==> src/rtl/id_ex_stage.sv <==
// id_ex_stage: ID/EX pipeline register with EX/MEM and MEM/WB operand forwarding,
// a one-cycle load-use stall and a saturating stall counter.
module id_ex_stage #(
  parameter logic [3:0] OP_LOAD = 4'b1110,
  parameter logic [3:0] OP_NOWB = 4'b0000
) (
  input  logic        clk,
  input  logic        rst_n,
  input  logic [31:0] instr,
  input  logic        instr_valid,
  input  logic [31:0] rsout,
  input  logic [31:0] rtout,
  input  logic        exm_wrt,
  input  logic [5:0]  exm_rd,
  input  logic [31:0] exm_data,
  input  logic        mwb_wrt,
  input  logic [5:0]  mwb_rd,
  input  logic [31:0] mwb_data,
  input  logic        flush,
  output logic        ex_valid,
  output logic [3:0]  ex_op,
  output logic [5:0]  ex_rd,
  output logic [31:0] ex_a,
  output logic [31:0] ex_b,
  output logic        ex_wrt,
  output logic        ex_memread,
  output logic        stall,
  output logic [15:0] stall_cnt
);
  localparam logic [3:0] OP_STORE = 4'b0101;
  logic [3:0]  op;
  logic [5:0]  rd, rs, rt;
  logic        unused_bits;
  logic        bubble;
  logic [31:0] fwd_a, fwd_b;
  logic        valid_q, valid_d, wrt_q, wrt_d, memread_q, memread_d;
  logic [3:0]  op_q, op_d;
  logic [5:0]  rd_q, rd_d;
  logic [31:0] a_q, a_d, b_q, b_d;
  logic [15:0] cnt_q, cnt_d;
  assign op          = instr[31:28];
  assign rd          = instr[27:22];
  assign rs          = instr[21:16];
  assign rt          = instr[15:10];
  assign unused_bits = ^instr[9:0];
  // The younger EX/MEM result wins over MEM/WB; register 0 forwards like any other.
  assign fwd_a = (exm_wrt && exm_rd == rs) ? exm_data : (mwb_wrt && mwb_rd == rs) ? mwb_data : rsout;
  assign fwd_b = (exm_wrt && exm_rd == rt) ? exm_data : (mwb_wrt && mwb_rd == rt) ? mwb_data : rtout;
  always_comb begin
    stall     = memread_q && instr_valid && (rd_q == rs || rd_q == rt) && !flush;
    bubble    = flush || stall || !instr_valid;
    valid_d   = !bubble;
    op_d      = bubble ? 4'd0 : op;
    rd_d      = bubble ? 6'd0 : rd;
    a_d       = bubble ? 32'd0 : fwd_a;
    b_d       = bubble ? 32'd0 : fwd_b;
    wrt_d     = !bubble && op != OP_NOWB && op != OP_STORE;
    memread_d = !bubble && op == OP_LOAD;
    cnt_d     = (stall && cnt_q != 16'hFFFF) ? cnt_q + 16'd1 : cnt_q;
  end
  always_ff @(posedge clk or negedge rst_n) begin
    if (!rst_n) begin
      valid_q   <= 1'b0;
      op_q      <= 4'd0;
      rd_q      <= 6'd0;
      a_q       <= 32'd0;
      b_q       <= 32'd0;
      wrt_q     <= 1'b0;
      memread_q <= 1'b0;
      cnt_q     <= 16'd0;
    end else begin
      valid_q   <= valid_d;
      op_q      <= op_d;
      rd_q      <= rd_d;
      a_q       <= a_d;
      b_q       <= b_d;
      wrt_q     <= wrt_d;
      memread_q <= memread_d;
      cnt_q     <= cnt_d;
    end
  end
  assign ex_valid   = valid_q;
  assign ex_op      = op_q;
  assign ex_rd      = rd_q;
  assign ex_a       = a_q;
  assign ex_b       = b_q;
  assign ex_wrt     = wrt_q;
  assign ex_memread = memread_q;
  assign stall_cnt  = cnt_q;
endmodule

==> config.mk <==
export PLATFORM = sky130hd
export DESIGN_NAME = id_ex_stage
export DESIGN_NICKNAME = d
export VERILOG_FILES = /design/src/rtl/id_ex_stage.sv
export SDC_FILE = /design/constraint.sdc
export NUM_CORES = 1
export LEC_CHECK = 0
export CORE_MARGIN = 3
export CORE_UTILIZATION = 40
export DETAILED_ROUTE_END_ITERATION = 8
export GPL_ROUTABILITY_DRIVEN = 0
export PLACE_DENSITY = 0.81
export SYNTH_ARGS = -nofsm -noshare
export SYNTH_HDL_FRONTEND = slang
export SYNTH_SLANG_ARGS = --single-unit
==> constraint.sdc <==
create_clock -name clk -period 2.7 [get_ports clk]
set_clock_uncertainty 0.1 [all_clocks]
set_input_delay 0.405 -clock clk [delete_from_list [all_inputs] [get_ports clk]]
set_output_delay 0.405 -clock clk [all_outputs]
set_load 0.005 [all_outputs]
# --- Yosys cells after proc, flatten, opt, wreduce, memory -nomap -nowiden ---
# Cells that the tools add are included.
totals:
  register_bits: 93
  latch_bits: 0
  mem_bits_rw: 0
  rom_bits: 0
  inputBits: 178
  out_inout_bits: 94
  memories: 0
op_classes:
  add_sub_neg: 1
  mul: 0
  div: 0
  magnitude_cmp: 0
  eq_ne: 9
  shifts: 0
  mux: 8
  bitwise: 0
  reduce_logical: 18
ops:
  columns: ["op", "count"]
  rows:
  - ["$mux W32", 6]
  - ["$eq A6 B6 Y1", 6]
  - ["$add A16 B1 Y16 const B", 1]
  - ["$ne A16 B16 Y1 const B", 1]
  - ["$logic_and A1 B1 Y1", 11]
  - ["$mux W6", 1]
  - ["$eq A4 B4 Y1 const B", 1]
  - ["$mux W4", 1]
  - ["$ne A4 B3 Y1 const B", 1]
  - ["$reduce_bool A4 Y1", 1]
  - ["$logic_not A1 Y1", 3]
  - ["$logic_or A1 B1 Y1", 3]

# --- Longest topological paths before layout ---
# Gate-level depths: netlist of the first run.
depth:
  ltp_word: 9
  ltp_mapped: 8

# --- Worst setup path before layout of the first run ---
# No wires, ideal clock.
synth_timing:
  path_kind: "register to register"
  from: "register cnt_q[0] (netlist: stall_cnt[0])"
  to: "register cnt_q[1] (netlist: stall_cnt[1])"
  setup_ns: 0.128
  arrival_time_ns: 1.716
  required_ns: 2.472
  slack_ns: 0.756
  stages_incl_launch_ff: 7
  synth_period_minus_slack_ns: 1.944
  cell_sequence: "dfrtp_1 ha_1 and4_1 nand2_2 nor3_4 nor2_1 mux2_1"
synth_between:
  elab_chain_len: 2
  elab_cells_between_ends: 3
  classes_between: "add/sub (1); eq/ne (1); reduce/logical (1)"
synth_rtl:
  columns: ["element", "line", "text"]
  rows:
  - ["from (decl)", "40", "logic [15:0] cnt_q, cnt_d;"]
  - ["from (signal assigned)", "79", "cnt_q <= cnt_d;"]
  - ["parallel branches: the longest is 2 deep, another holds $add A16 B1 Y16", null, null]
# Parallel ways; which one is timed is not known.
# A chain may end at the register's enable or synchronous reset.

# --- Worst setup path in the final report of the first run ---
layout_timing:
  from: "input instr[17]"
  to: "register a_q[27] (netlist: ex_a[27])"
layout_between:
  elab_chain_len: 7
  elab_cells_between_ends: 13
  classes_between: "eq/ne (3); mux (3); reduce/logical (7)"
layout_rtl:
  columns: ["element", "line", "text"]
  rows:
  - ["from (decl)", "9", "input logic [31:0] instr,"]
  - ["$eq A6 B6 Y1", "50", "stall = memread_q && instr_valid && (rd_q == rs || rd_q == rt) && !flush;"]
  - ["$logic_or A1 B1 Y1", "50", null]
  - ["$logic_and A1 B1 Y1 (2 in a row)", "50", null]
  - ["$logic_or A1 B1 Y1 (2 in a row)", "51", "bubble = flush || stall || !instr_valid;"]
  - ["$mux W32 *", "55", "a_d = bubble ? 32'd0 : fwd_a;"]
  - ["net a_d[27]", "39", "logic [31:0] a_q, a_d, b_q, b_d;"]
  - ["to (signal assigned)", "66", "a_q <= 32'd0;"]
  - ["to (signal assigned)", "75", "a_q <= a_d;"]
  - ["to (decl)", "39", null]
# The timed path passes the listed nets; every way through them passes the cells marked *.

==> impl_metrics.toml, run 1 <==
[logic_synthesis]
yosys-top-cells-area = "dfrtp_1 44%, a211oi_2 15%, mux2i_1 12%, nor2_1 5.0%, xor2_1 5.0%"
netlist_instances = 447
netlist.top_cell.by_area = "dfrtp_1"
syn_nets = 626
yosysTopAreaCellShare = 0.441
ys_types = 38
synth_area_per_cell_um2 = 11.8
synthArstFlopShare = 1.00
synth_enable_flop_cells = 0
yosys_warnings = 0
ys.flop_type = "dfrtp_1"
syn_area_um2 = 5270
ys_seq_elements = 93
seq_area_frac_synth = 0.441

[cts]
clk_pin_slew_ns = 0.07
clock-sinks = 93
clk_latency_ns = 0.35
cts_tree = "built"
cts-htree-levels = 3
cts-buffers-inserted = 9
cts_buffer_depth = 2
cts-root-buf = "clkbuf_16"

[pwr]
ir_drop_v = 0.000294
leakage_nw = 3.35
finalPower_mw = 3.41
powerDensity_nw_per_um2 = 403

[floorplan]
die_area_um2 = 14600
core_um2 = 12800
ios = 272
std_cell_rows = 41
initial_core_util = 0.413
die_h_um = 121
die_w_um = 121

[worst_hold_path]
whs_path_depth = 1
min_from = "stall_cnt[15]"
hp-class = "reg2reg"

[routing]
viasPerCell = 5.14
vias = 4535
drt_iter0_markers = 172
firstDrtPassIters = 5
drcViolationCount = 0
wl_um = 15700
antenna_left = 0
routedWlPerCell_um = 17.8

[cells_and_area]
antenna_cells = 0
drive_gt1_frac = 0.169
area_growth_pct = 60.5
nets = 885
post-route-util = 0.663

[timing]
timing.setup.tns_ns = 0
worstMarginPinSlew_ns = 0.622
finalSetupViolCount = 0
slew_headroom = 0.585
slew_violations = 0
fin_crit_ns = 2.34
rsz0062_at_grt = "no"
hold_violations = 0
whs_ns = 0.396
finalCritPeriodShare = 0.868
setup_slack_ns = 0.356
fmax_mhz = 427

[global_route]
antenna_found_initial = 0
grt_start_max_net_pins = 65
grt_overflow = 0
grt_pass1_wl_um = 24800
grtUsageTotal = 0.217
grt_pass1_vias = 4815

[critical_path]
worstReg2RegStart = "ex_rd[5]"
start_kind = "input port"
path_class = "in2reg"
crit_path_start = "instr[17]"
worstPathRequired_ns = 2.80
cp-end-kind = "flop"
worstRegToRegCells = 7
critPathArrivalTime_ns = 2.45
crit_fanout = 64

[placement]
preCtsSetupSlack_ns = 0.0392
portBuffers = 261
dpl.hpwl_um = 12000

[outcome]
outcome = "completed"

[flow_run]
drv_cap = 0
[repair_timing]
item                                    in CTS  in global routing
setup buffers                                0                  0
resized for setup                            0                  3
endpoints found under the setup margin       0                  1
endpoints found under the hold margin       45                  0
hold buffers                                 1                  0
[cell usage in the layout, fill, tap and decap left out, types with 5 or more instances in the layout]
master and n:
clkdlybuf4s50_1 259, dfrtp_1 93, nor2_1 70, mux2i_1 64, a211oi_2 64, xor2_1 30
xnor2_1 20, nand4_1 10, nand2_1 9, clkbuf_16 9, buf_4 9, buf_12 8
and2_1 7, nor3_2 6, nand3_1 5
[kinds of logic after synthesis]
family          after synthesis  synth area share
mux                          65             0.124
flops                        93             0.441
xor+xnor                     52            0.0864
simple gates                135             0.146
fa+ha+maj                     1           0.00237
buf+inv                      34            0.0420
compound gates               67             0.158
[path summary, 6_finish.rpt]
kind,slack [ns],end
max,0.36,ex_a[27]
min,0.40,stall_cnt[15]
max reg2reg,0.57,ex_a[14]
min reg2reg,0.40,stall_cnt[15]
max in group asynchronous,1.31,ex_b[11]
min in group asynchronous,0.52,ex_a[3]
[cell usage after synthesis (3+ instances only)]
library cell and count:
buf_6 9, clkbuf_1 9, nand3_1 5, dfrtp_1 93
and4_1 3, mux2i_1 64, nor3_2 6, xnor2_1 22
xor2_1 30, nand4_1 10, nor3b_2 3, inv_1 3
nand2_1 9, nor4_4 3, nor2_1 70, nor4_2 3
buf_1 3, a211oi_2 64, and2_1 7, buf_2 7
nand3b_1 3
[worst max-delay path, stage by stage]
cell             delay, ns
clkdlybuf4s50_1       0.53
buf_4                 0.15
xnor2_1               0.12
nand4_1               0.13
or4_2                 0.59
buf_12                0.23
nor2_1                0.17
a211oi_2              0.06
[per-stage QoR]
step,cells,cell area [µm²]
final,883,8460
after global routing,883,8460
after CTS,883,8450
after detailed placement,866,8120
after global placement,866,8120
after floorplan,447,5270
[where the power goes]
part / internal [mW] / switching, mW
combinational: 0.400 / 0.241
sequential: 1.44 / 0.0174
clock: 0.792 / 0.522
[per-layer routing]
| metal | share of wire | track usage |
|---|---|---|
| met1 | 0.36 | 0.232 |
| met2 | 0.53 | 0.394 |
| met3 | 0.083 | 0.0720 |
| met4 | 0.021 | 0.0871 |
| met5 | 0 | 0 |
[sequential cells by signal (all words and copies together) (netlist names)]
| register | cells |
|---|---|
| ex_a | 32 |
| ex_b | 32 |
| stall_cnt | 16 |
| ex_rd | 6 |
| ex_op | 4 |
| ex_memread | 1 |
| ex_valid | 1 |
| ex_wrt | 1 |
[final cells by class]
| type | count | area, µm² |
|---|---|---|
| fillers | 931 | 4310 |
| repair buffers | 278 | 2840 |
| multi-input cells | 320 | 2750 |
| flip-flops and latches | 93 | 2330 |
| clock buffers | 13 | 270 |
| well taps | 172 | 215 |
| clock inverters | 3 | 42.5 |
| inverters | 4 | 20.0 |
Note: power is estimated with default switching activity, not from simulation.
==> run 2, diff against run 1 <==
--- a/config.mk
+++ b/config.mk
@@ -5,11 +5,14 @@
 export SDC_FILE = /design/constraint.sdc
 export NUM_CORES = 1
 export LEC_CHECK = 0
+export ABC_CLOCK_PERIOD_IN_PS = 2700
+export CELL_PAD_IN_SITES_DETAIL_PLACEMENT = 1
+export CELL_PAD_IN_SITES_GLOBAL_PLACEMENT = 2
 export CORE_MARGIN = 3
-export CORE_UTILIZATION = 40
+export CORE_UTILIZATION = 24
 export DETAILED_ROUTE_END_ITERATION = 8
 export GPL_ROUTABILITY_DRIVEN = 0
-export PLACE_DENSITY = 0.81
+export PLACE_DENSITY_LB_ADDON = 0.1
 export SYNTH_ARGS = -nofsm -noshare
 export SYNTH_HDL_FRONTEND = slang
 export SYNTH_SLANG_ARGS = --single-unit
==> run 2 against run 1 <==
Sequential power about the same. Maximum frequency shrank 4.8%. Highest routed layer unchanged. Combinational power grew 2%. Worst hold slack better by 0.0036 ns. Largest power group unchanged. Sequential cell count unchanged.
==> impl_metrics.toml, run 2 (synthesized netlist as in run 1, its figures left out) <==
[timing]
slew_violations = 0
slew_headroom = 0.642
whs_ns = 0.400
fin_crit_ns = 2.46
fmax_mhz = 406
hold_violations = 0
worstMarginPinSlew_ns = 0.537
finalSetupViolCount = 0
rsz0062_at_grt = "no"
finalCritPeriodShare = 0.912

[critical_path]
critPathTopFamily = "buffers and inverters"
critPathArrivalTime_ns = 1.96
cp_slowest_cell = "clkdlybuf4s50_1"
path_class = "in2out"
worstReg2RegStart = "ex_rd[1]"
start_kind = "input port"
critPathCapture = "stall"
cp-end-kind = "output port"
crit_chain = "clkdlybuf4s50_1, xnor2_1, nand4_1, o31ai_1, dlygate4sd2_1"
critPathBufInv = 2
worstRegToRegCells = 8
max_stage_delay_ns = 0.49
crit_path_start = "instr[14]"
crit_fanout = 2
cp_num_cells = 5
ff2ff_setup_slack_ns = 0.57
worstPathRequired_ns = 2.19
reg2reg_to = "ex_rd[1]"

[routing]
antenna_left = 0
drcViolationCount = 0
viasPerCell = 4.52
drt_iter0_markers = 131
firstDrtPassIters = 4
routedWlPerCell_um = 19.0
wl_um = 18800
vias = 4466

[pwr]
leakage_nw = 3.35
ir_drop_v = 0.000267
powerDensity_nw_per_um2 = 414
finalPower_mw = 3.57

[cts]
cts_setup_buffers = 0
cts_tree = "built"
cts-htree-levels = 3
cts-root-buf = "clkbuf_16"
cts_buffer_depth = 2
cts-buffers-inserted = 9
clk_latency_ns = 0.34
clk_pin_slew_ns = 0.06
clock-sinks = 93

[global_route]
grt_overflow = 0
grt_pass1_vias = 4912
grt_pass1_wl_um = 28500
antenna_found_initial = 0
grt_start_max_net_pins = 65
grtUsageTotal = 0.154

[placement]
portBuffers = 261
place_area_um2 = 8280
dpl.hpwl_um = 14100
dp_cells = 973

[worst_hold_path]
hp-class = "reg2reg"

[outcome]
outcome = "completed"

[floorplan]
std_cell_rows = 53
core_um2 = 21300
die_h_um = 154
die_w_um = 154
ios = 272
die_area_um2 = 23800
initial_core_util = 0.248

[cells_and_area]
final_common_cell = "clkdlybuf4s50_1"
final_cell_mix = "259 x clkdlybuf4s50_1, 93 x dfrtp_1, 70 x nor2_1, 64 x mux2i_1, 64 x a211oi_2"
multiInputGateArea_um2 = 2740
drive_gt1_frac = 0.171
antenna_cells = 0
area_growth_pct = 63.6
fin_area_um2 = 8630
fin_cells = 988
fillCellCount = 2298
nets = 889
ff_latch_area_um2 = 2330

[flow_run]
drv_cap = 0
run 2: through the flow:
step	TNS [ns]	setup slack, ns	util
finish	0	0.238	0.405
global route	0	0.151	0.405
CTS	0	0.246	0.405
detailed placement	-0.0623	-0.0623	0.389
global placement	0	0.0672	0.389
floorplan	0	0.756	-
run 2: power breakdown:
| group | leakage, nW | switching (mW) | internal (mW) | total (mW) |
|---|---|---|---|---|
| combinational | 1.93 | 0.249 | 0.402 | 0.651 |
| sequential | 1.26 | 0.0173 | 1.44 | 1.46 |
| clock | 0.161 | 0.543 | 0.921 | 1.46 |
run 2: routing by layer:
metal,vias to the layer above,GRT usage,part of all wire
met5,-,0,0
met4,0,0.0442,0.014
met3,15,0.0557,0.080
met2,149,0.267,0.50
met1,2184,0.179,0.40
li1,2118,-,-
run 2: repair_timing:
| action | CTS | global route |
|---|---|---|
| resized for setup | 2 | 0 |
| endpoints found under the setup margin | 1 | 0 |
| endpoints found under the hold margin | 38 | 0 |
| hold buffers | 1 | 0 |
run 2: worst reg2reg max path, delay by kind of cell (launching register included):
kind	cells	cell delay, ns
and+or+nand+nor	4	0.80
xor gates and xnor gates	1	0.18
buffers and inverters	3	0.50
DFF	1	0.43
run 2: how the worst min path moves through the flow:
stage / startpoint / end / slack (ns) / depth (start not counted)
floorplan: rst_n / ex_a[0] / 0.009 / 0
global placement: rst_n / stall_cnt[2] / 0.33 / 1
detailed placement: rst_n / stall_cnt[3] / 0.33 / 1
CTS: stall_cnt[7] / stall_cnt[7] / 0.41 / 1
global route: stall_cnt[7] / stall_cnt[7] / 0.42 / 1
finish: stall_cnt[15] / stall_cnt[15] / 0.40 / 1
run 2: layout make-up:
| class | count | area share |
|---|---|---|
| clock inverters | 4 | 0.0113 |
| inverters | 4 | 0.00232 |
| repair buffers | 282 | 0.331 |
| clock buffers | 10 | 0.0277 |
| well taps | 275 | 0.0399 |
| flip-flops and latches | 93 | 0.270 |
| multi-input cells | 320 | 0.318 |
==> run 3, diff against run 2 <==
--- a/config.mk
+++ b/config.mk
@@ -11,8 +11,7 @@
 export CORE_MARGIN = 3
 export CORE_UTILIZATION = 24
 export DETAILED_ROUTE_END_ITERATION = 8
-export GPL_ROUTABILITY_DRIVEN = 0
-export PLACE_DENSITY_LB_ADDON = 0.1
+export PLACE_DENSITY_LB_ADDON = 0.2
 export SYNTH_ARGS = -nofsm -noshare
 export SYNTH_HDL_FRONTEND = slang
 export SYNTH_SLANG_ARGS = --single-unit
==> run 3 against run 2 <==
Non-clock buffer count is 1 lower. Maximum frequency shrank 6.4%. Register-to-register slack gained 0.03 ns. Design area shrank 0.51%. Clock-buffer cell count rose by 1. First-iteration DRC count shrank 17%. Combinational power about the same. Worst setup slack worse by 0.17 ns. Core utilization shrank 0.21 points. Clock power down 12%. Critical path type unchanged. Highest routed layer unchanged.
==> impl_metrics.toml, run 3 (synthesized netlist as in run 1, its figures left out) <==
[routing]
routedWlPerCell_um = 19.4
wl_um = 19200
viasPerCell = 4.61
antenna_left = 0
drcViolationCount = 0
vias = 4557
drt_iter0_markers = 109
firstDrtPassIters = 4

[cts]
cts_buffer_depth = 2
cts-htree-levels = 3
clk_pin_slew_ns = 0.07
clock-sinks = 93
cts-root-buf = "clkbuf_16"
cts_tree = "built"
cts-buffers-inserted = 9
clk_latency_ns = 0.35

[floorplan]
std_cell_rows = 53
die_h_um = 154
initial_core_util = 0.248
die_area_um2 = 23800
core_um2 = 21300
die_w_um = 154
ios = 272

[critical_path]
start_kind = "input port"
path_class = "in2out"
critPathBufInv = 2
crit_path_start = "instr[13]"
crit_fanout = 2
path_common_cell = "clkdlybuf4s50_1"
cp_slowest_cell = "clkdlybuf4s50_1"
max_stage_delay_ns = 0.58
crit_chain = "clkdlybuf4s50_1, xnor2_1, nand4_1, o31ai_1, clkdlybuf4s50_1"
worstPathRequired_ns = 2.19
worstReg2RegStart = "ex_rd[0]"
critPathArrivalTime_ns = 2.12
cp-end-kind = "output port"
critPathTopFamily = "buffers and inverters"

[cells_and_area]
final_common_cell = "clkdlybuf4s50_1"
multiInputGateArea_um2 = 2760
fin_area_um2 = 8580
fin_cells = 988
post-route-util = 0.403
final_cell_mix = "258 x clkdlybuf4s50_1, 93 x dfrtp_1, 70 x nor2_1, 64 x mux2i_1, 64 x a211oi_2"
drive_gt1_frac = 0.171
antenna_cells = 0
nets = 888
fillCellCount = 2313
ff_latch_area_um2 = 2330
area_growth_pct = 62.8

[timing]
finalCritPeriodShare = 0.974
slew_headroom = 0.642
hold_violations = 0
fmax_mhz = 380
fin_crit_ns = 2.63
worstMarginPinSlew_ns = 0.537
setup_slack_ns = 0.0703
finalSetupViolCount = 0
slew_violations = 0
timing.setup.tns_ns = 0
rsz0062_at_grt = "no"

[pwr]
leakage_nw = 3.33
powerDensity_nw_per_um2 = 394
ir_drop_v = 0.000241

[global_route]
grtUsageTotal = 0.163
antenna_found_initial = 0
grt_overflow = 0
grt_pass1_vias = 5331
grt_start_max_net_pins = 65
grt_pass1_wl_um = 30700

[placement]
place_area_um2 = 8270
dpl.hpwl_um = 14200
portBuffers = 261
preCtsSetupSlack_ns = -0.0262
globalplace.congestion = 0.806
dp_cells = 972

[flow_run]
drv_cap = 0

[worst_hold_path]
hp-class = "reg2reg"
min_from = "stall_cnt[15]"

[outcome]
outcome = "completed"
run 3: changes by cell type in the layout (fill, tap and decap cells not counted):
cell	before	now
xnor2_1	21	19
clkdlybuf4s50_1	259	258
xnor2_2	1	3
buf_4	14	13
dlymetal6s2s_1	0	1
clkinv_2	0	1
bufinv_16	3	1
clkbuf_8	1	0
clkinvlp_4	1	2
clkbuf_1	0	2
run 3: worst register-to-register path, stage by stage (launching register included):
cell	delay [ns]
dfrtp_1	0.42
xor2_1	0.28
nor4_4	0.09
buf_4	0.15
and4_1	0.17
or3_4	0.38
buf_12	0.22
a211oi_2	0.22
run 3: final cells by class:
| cell class | instances | share of cell area |
|---|---|---|
| Multi-Input combinational cell | 320 | 0.321 |
| Timing Repair Buffer | 281 | 0.332 |
| Tap cell | 275 | 0.0401 |
| Inverter | 4 | 0.00233 |
| Sequential cell | 93 | 0.271 |
| Clock inverter | 4 | 0.00583 |
| Clock buffer | 11 | 0.0271 |
run 3: routing by layer:
| layer | vias to the layer above | share of wire | routed length, µm | GRT usage |
|---|---|---|---|---|
| li1 | 2122 | - | - | - |
| met1 | 2279 | 0.39 | 7520 | 0.184 |
| met2 | 139 | 0.53 | 10100 | 0.299 |
| met3 | 17 | 0.062 | 1200 | 0.0506 |
| met4 | 0 | 0.017 | 322 | 0.0425 |
| met5 | - | 0 | 0 | 0 |
run 3: timing repair:
| item | CTS | global route |
|---|---|---|
| endpoints found under the setup margin | 1 | 1 |
| hold endpoints to repair | 38 | 0 |
| pin swaps | 1 | 0 |
| hold buffers | 1 | 0 |
| setup buffers | 0 | 0 |
| resized for setup | 1 | 4 |
| cloned | 0 | 0 |
run 3: worst paths after layout:
kind,depth (start not counted),slack (ns),endpoint
setup / recovery,5,0.07,stall
hold / removal,1,0.41,stall_cnt[15]
setup reg to reg,7,0.60,ex_a[10]
hold reg to reg,1,0.41,stall_cnt[15]
max in group asynchronous,3,1.29,ex_rd[5]
min in group asynchronous,2,0.47,stall_cnt[4]
run 3: metrics by stage:
stage	total power [mW]	hold WS (ns)
after floorplan	1.68	0.00941
after global placement	2.13	0.328
after detailed placement	2.15	0.328
after CTS	3.46	0.422
after global routing	3.56	0.446
final	3.39	0.412
run 3: power by group:
| group | internal [mW] | switching (mW) |
|---|---|---|
| Combinational | 0.402 | 0.252 |
| Sequential | 1.44 | 0.0178 |
| Clock | 0.713 | 0.562 |
